**config.mk**
```make
export PLATFORM = sky130hd
export DESIGN_NAME = seq_divider
export DESIGN_NICKNAME = d
export VERILOG_FILES = /design/src/rtl/seq_divider_pkg.sv /design/src/rtl/seq_divider_adder.sv /design/src/rtl/seq_divider.sv
export SDC_FILE = /design/constraint.sdc
export NUM_CORES = 1
export LEC_CHECK = 0
export ABC_CLOCK_PERIOD_IN_PS = 7100
export CAP_MARGIN = 20
export CORE_ASPECT_RATIO = 0.7
export CORE_UTILIZATION = 54
export CTS_CLUSTER_SIZE = 25
export DETAILED_ROUTE_END_ITERATION = 6
export PLACE_DENSITY = 0.83
export SETUP_SLACK_MARGIN = 0.3
export SYNTH_ARGS = -nofsm -noshare
export SYNTH_HDL_FRONTEND = slang
export SYNTH_SLANG_ARGS = --single-unit
```
**constraint.sdc**
```tcl
create_clock -name clk -period 7.1 [get_ports clk]
set_input_delay 1.42 -clock clk [delete_from_list [all_inputs] [get_ports clk]]
set_output_delay 1.42 -clock clk [all_outputs]
set_load 0.01 [all_outputs]
```
**src/rtl/seq_divider_pkg.sv**
```systemverilog
// Shared definitions for the sequential divider: FSM state encoding and the
// fixed latency (iterations plus the FIX and DONE cycles).
package seq_divider_pkg;

    typedef enum logic [1:0] {
        IDLE = 2'd0,
        CALC = 2'd1,
        FIX  = 2'd2,
        DONE = 2'd3
    } div_state_e;

    localparam int FIX_CYCLES    = 1;
    localparam int DONE_CYCLES   = 1;
    localparam int LATENCY_EXTRA = FIX_CYCLES + DONE_CYCLES;

    function automatic int latency(input int size);
        return size + LATENCY_EXTRA;
    endfunction

endpackage

```
**src/rtl/seq_divider_adder.sv**
```systemverilog
// Plain ripple-style adder with carry in/out; the divider uses it as its
// trial subtractor by feeding the inverted divisor and cin = 1.
module seq_divider_adder #(
    parameter int WIDTH = 33
) (
    input  logic [WIDTH-1:0] a,
    input  logic [WIDTH-1:0] b,
    input  logic             cin,
    output logic [WIDTH-1:0] sum,
    output logic             cout
);

    assign {cout, sum} = {1'b0, a} + {1'b0, b} + {{WIDTH{1'b0}}, cin};

endmodule

```
**src/rtl/seq_divider.sv**
```systemverilog
// Restoring sequential divider, one quotient bit per cycle, fixed latency.
// Signed operation is compiled in only when SEQ_DIVIDER_SIGNED_EN is defined.
module seq_divider
    import seq_divider_pkg::*;
#(
    parameter int SIZE = 32
) (
    input  logic            clk,
    input  logic            rst,
    input  logic            start,
    input  logic            is_signed,
    input  logic [SIZE-1:0] X,
    input  logic [SIZE-1:0] Y,
    output logic [SIZE-1:0] Q,
    output logic [SIZE-1:0] R,
    output logic            busy,
    output logic            done
);

    localparam int ITERS = latency(SIZE) - LATENCY_EXTRA;
    localparam int CNT_W = $clog2(ITERS + 1);
    localparam logic [CNT_W-1:0] LAST_ITER = CNT_W'(ITERS - 1);

    div_state_e       state_q, state_d;
    logic [CNT_W-1:0] cnt_q, cnt_d;
    logic [SIZE-1:0]  rem_q, rem_d;
    logic [SIZE-1:0]  quo_q, quo_d;
    logic [SIZE-1:0]  div_q, div_d;
    logic [SIZE-1:0]  q_out_q, q_out_d;
    logic [SIZE-1:0]  r_out_q, r_out_d;

    logic [SIZE:0]    trial_a, trial_b, trial_diff;
    logic             trial_cout;
    logic             trial_msb_unused;

`ifdef SEQ_DIVIDER_SIGNED_EN
    logic             q_neg_q, q_neg_d;
    logic             r_neg_q, r_neg_d;
    logic             div_zero_q, div_zero_d;
    logic             x_neg, y_neg;

    assign x_neg = is_signed & X[SIZE-1];
    assign y_neg = is_signed & Y[SIZE-1];
`else
    logic             is_signed_unused;

    assign is_signed_unused = is_signed;
`endif

    // Shifted partial remainder minus divisor; a carry out means no borrow.
    assign trial_a = {rem_q, quo_q[SIZE-1]};
    assign trial_b = ~{1'b0, div_q};

    seq_divider_adder #(
        .WIDTH (SIZE + 1)
    ) u_trial_sub (
        .a    (trial_a),
        .b    (trial_b),
        .cin  (1'b1),
        .sum  (trial_diff),
        .cout (trial_cout)
    );

    assign trial_msb_unused = trial_diff[SIZE];

    always_ff @(posedge clk or posedge rst) begin
        if (rst) begin
            state_q    <= IDLE;
            cnt_q      <= '0;
            rem_q      <= '0;
            quo_q      <= '0;
            div_q      <= '0;
            q_out_q    <= '0;
            r_out_q    <= '0;
`ifdef SEQ_DIVIDER_SIGNED_EN
            q_neg_q    <= 1'b0;
            r_neg_q    <= 1'b0;
            div_zero_q <= 1'b0;
`endif
        end else begin
            state_q    <= state_d;
            cnt_q      <= cnt_d;
            rem_q      <= rem_d;
            quo_q      <= quo_d;
            div_q      <= div_d;
            q_out_q    <= q_out_d;
            r_out_q    <= r_out_d;
`ifdef SEQ_DIVIDER_SIGNED_EN
            q_neg_q    <= q_neg_d;
            r_neg_q    <= r_neg_d;
            div_zero_q <= div_zero_d;
`endif
        end
    end

    always_comb begin
        state_d    = state_q;
        cnt_d      = cnt_q;
        rem_d      = rem_q;
        quo_d      = quo_q;
        div_d      = div_q;
        q_out_d    = q_out_q;
        r_out_d    = r_out_q;
`ifdef SEQ_DIVIDER_SIGNED_EN
        q_neg_d    = q_neg_q;
        r_neg_d    = r_neg_q;
        div_zero_d = div_zero_q;
`endif
        unique case (state_q)
            IDLE: begin
                if (start) begin
                    state_d = CALC;
                    cnt_d   = '0;
                    rem_d   = '0;
`ifdef SEQ_DIVIDER_SIGNED_EN
                    quo_d      = x_neg ? -X : X;
                    div_d      = y_neg ? -Y : Y;
                    q_neg_d    = x_neg ^ y_neg;
                    r_neg_d    = x_neg;
                    div_zero_d = (Y == '0);
`else
                    quo_d = X;
                    div_d = Y;
`endif
                end
            end
            // The dividend register shifts out MSB-first while quotient bits shift in.
            CALC: begin
                cnt_d = cnt_q + 1'b1;
                if (trial_cout) begin
                    rem_d = trial_diff[SIZE-1:0];
                    quo_d = {quo_q[SIZE-2:0], 1'b1};
                end else begin
                    rem_d = trial_a[SIZE-1:0];
                    quo_d = {quo_q[SIZE-2:0], 1'b0};
                end
                if (cnt_q == LAST_ITER) begin
                    state_d = FIX;
                end
            end
            FIX: begin
                state_d = DONE;
`ifdef SEQ_DIVIDER_SIGNED_EN
                q_out_d = (q_neg_q && !div_zero_q) ? -quo_q : quo_q;
                r_out_d = r_neg_q ? -rem_q : rem_q;
`else
                q_out_d = quo_q;
                r_out_d = rem_q;
`endif
            end
            DONE: begin
                state_d = IDLE;
            end
            default: begin
                state_d = IDLE;
            end
        endcase
    end

    assign Q    = q_out_q;
    assign R    = r_out_q;
    assign busy = (state_q == CALC) || (state_q == FIX);
    assign done = (state_q == DONE);

endmodule

```
==> summary.md <==
| Metric | Value |
|---|---|
| Cells after Synth | `806` |
| Final WS setup | `around 3200 ps` |
| Gr ovfl total | `0` |
| Worst EP arrival | `around 4200 ps` |
| Routed Wire Length | `~19 mm` |
| Hold Crit Class | `register to register` |
| Crit Path Class | `register to register` |
| Final Hold Vio Count | `0` |
| Die Wd | `152 um` |
| Max VDD drop | `0.000220 V` |
| Cell area after synthesis | `8530 um^2` |
| Relative slew slack | `around 29%` |
| Vias | `6,507` |
| Die Ht | `107 um` |
| Failing checks | `DRC` |
| DRT Pass-1 Iters | `7` |
| Clock sinks | `168` |
| Max Cap Viol | `0` |
| Initial core utilization | `between 50% and 60%` |
| CTS clk-pin slew, worst paths | `70 ps` |
| Final setup vio count | `0` |
| Dpl cell area | `9960 um^2` |
| Largest net degree at the start of global routing | `115` |
| Mean area per synthesized cell | `10.6 um^2` |
| Achievable clock frequency | `between 200 and 300 MHz` |
| Hold Crit Depth | `1` |
| First-pass GRT wire length | `31.7 mm` |
| Fraction of layout cells with a size suffix above 1 | `between 10% and 20%` |
| Routed WL per cell | `16.8 um` |
| Layout Nets | `1,028` |
| Gpl congestion | `0.851` |
| Clock tree buffer depth | `2` |
| Number of buffers created by CTS | `17` |
| Setup bufs post-CTS | `0` |
| FF+latch count, synth | `about 170` |
| Diode count | `0` |
| Number of H-tree levels | `4` |
| Outcome | `complete, but fails checks` |
| Setup TNS | `0 ps` |
| CTS tree | `done` |
| Count of input and output buffers | `between 100 and 150` |
| Initial antenna violation count | `0` |
| Clock latency on the worst-skew pair | `approximately 420 ps` |
| Number of synthesized flops with an enable pin | `0` |
| Worst EP required | `7410 ps` |
| Worst R2R Path Depth | `11` |
| Via/cell ratio | `5.73` |
| CP Launch Type | `register` |
| Pwr Total | `5.09 mW` |
| # DRC | `12` |
| P&R area growth vs syn | `24.0%` |
| Hold_ws | `slightly above 500 ps` |
| Commonest non-fill, non-tap cell in the layout | `dfrtp_1` |
| Mapped Nets | `912` |
| Skew final | `between 10 and 15 ps` |
| Antenna-violating nets left | `0` |
| Static Leak | `4.73 nW` |
| Setup crit end kind | `register` |
| Period minus WS final | `3890 ps` |
| Row count | `38` |
| Die Area | `16,300 um^2` |
| Detailed placement HPWL | `12.6 mm` |
| YS warnings | `0` |
| Root Buffer | `clkbuf_16` |
| Initial DRC count | `457` |
| Async S/R FF share, synth | `100%` |
| Ports | `134` |
| Seq/Total Area, Yosys | `49.3%` |
| Slew @ Worst Pin | `1070 ps` |
| Pwr dens | `between 400 and 500 nW/um^2` |
| CP Max Fanout | `31` |
| Finished layout cell area | `10,600 um^2` |
| CTS resizes | `0` |
| Vias in the first global route | `6,133` |
| Pre-CTS setup slack | `~3200 ps` |
| Hold_buf cts | `0` |
| Most frequent cells in the layout | `dfrtp_1 (168), clkdlybuf4s50_1 (132), mux2_2 (97), nor2_1 (90), a21oi_1 (53)` |
| RSZ-0062 raised after global routing | `no` |
| Synth Flop Type | `dfrtp_1` |
| Gr usage total | `approximately 25%` |
| Slew Limit Fails | `0` |
| Synth cell types | `55` |
| Placeable Area | `15,500 um^2` |
| Final period utilization | `54.8%` |
[synth_stat cells, drive strengths merged, types with 2 or more instances]
| library cell | number | area [um^2] |
|---|---|---|
| nand2 | 48 | 180 |
| o21a | 2 | 15.0 |
| or3 | 3 | 18.8 |
| a22o | 3 | 26.3 |
| a211o | 2 | 17.5 |
| o21bai | 2 | 15.0 |
| buf | 14 | 96.3 |
| nor2b | 2 | 12.5 |
| or2 | 2 | 12.5 |
| nand4 | 7 | 43.8 |
| a22oi | 2 | 15.0 |
| a21oi | 55 | 290 |
| and2 | 2 | 12.5 |
| xnor2 | 15 | 131 |
| a311oi | 2 | 17.5 |
| ha | 37 | 463 |
| mux2 | 97 | 1090 |
| nand3 | 7 | 35.0 |
| nor3 | 6 | 30.0 |
| a31oi | 8 | 50.1 |
| xor2 | 16 | 140 |
| a32oi | 12 | 105 |
| dfrtp | 168 | 4200 |
| clkbuf | 28 | 105 |
| o21ai | 55 | 279 |
| nand2b | 7 | 43.8 |
| nor2 | 90 | 338 |
| mux2i | 11 | 110 |
| inv | 43 | 161 |
| a21o | 17 | 128 |
| o22ai | 26 | 163 |
[worst paths after layout]
| path | endpoint | slack, ps | start |
|---|---|---|---|
| max in group asynchronous | rem_q[12] | 4900 | rst |
| hold reg to reg | div_q[13] | 500 | div_q[13] |
| min in group asynchronous | div_q[28] | 1280 | rst |
| setup reg to reg | rem_q[9] | 3210 | rem_q[2] |
| hold / removal | div_q[13] | 500 | div_q[13] |
| setup / recovery | rem_q[9] | 3210 | rem_q[2] |
[critical path, cell delays in order (launching register included)]
cell       delay, ps
dfrtp_1          420
ha_1             380
a21o_1           190
a21oi_1          210
a21oi_1          170
o21ai_1          360
nand3_1          180
a2111oi_4        950
buf_4            480
nor3b_1          100
a21o_1           160
a22o_1           170
[sequential cells by signal, summed over array words and instances, names as in the netlist]
register	flops
state_q	2
Q	32
quo_q	32
div_q	32
R	32
cnt_q	6
rem_q	32
[cells by family after synthesis]
kind of cell,count (synthesis),synth area share [%]
compound gates,198,14.6
simple gates,178,8.93
flops,168,49.3
mux,108,14.1
buf+inv,85,4.25
fa+ha+maj,38,5.66
xor+xnor,31,3.18
[stage by stage]
step	std cells	utilization, %
2_1_floorplan	806	-
3_3_place_gp	1102	64.5
3_5_place_dp	1102	64.5
4_1_cts	1134	68.3
5_1_grt	1135	68.4
6_report	1135	68.4
[where the power goes]
part | switching (mW) | internal (mW) | total, mW
Combinational | 1.37 | 1.21 | 2.58
Clock | 0.440 | 0.472 | 0.912
Sequential | 0.265 | 1.34 | 1.61
[final cells by class]
type / count / area (um^2)
Fill cell: 1120 / 4880
Clock buffer: 17 / 425
Tap cell: 200 / 250
Inverter: 43 / 166
Clock inverter: 15 / 158
Sequential cell: 168 / 4200
Multi-Input combinational cell: 553 / 3980
Timing Repair Buffer: 139 / 1390
[per-layer routing]
| metal | wire [um] | GRT usage [%] |
|---|---|---|
| met2 | 8590 | 37.2 |
| met4 | 177 | 6.92 |
| met1 | 9190 | 35.8 |
| met5 | 0 | 0 |
| met3 | 1140 | 5.17 |
No activity file was read; power rests on OpenSTA's default activity.
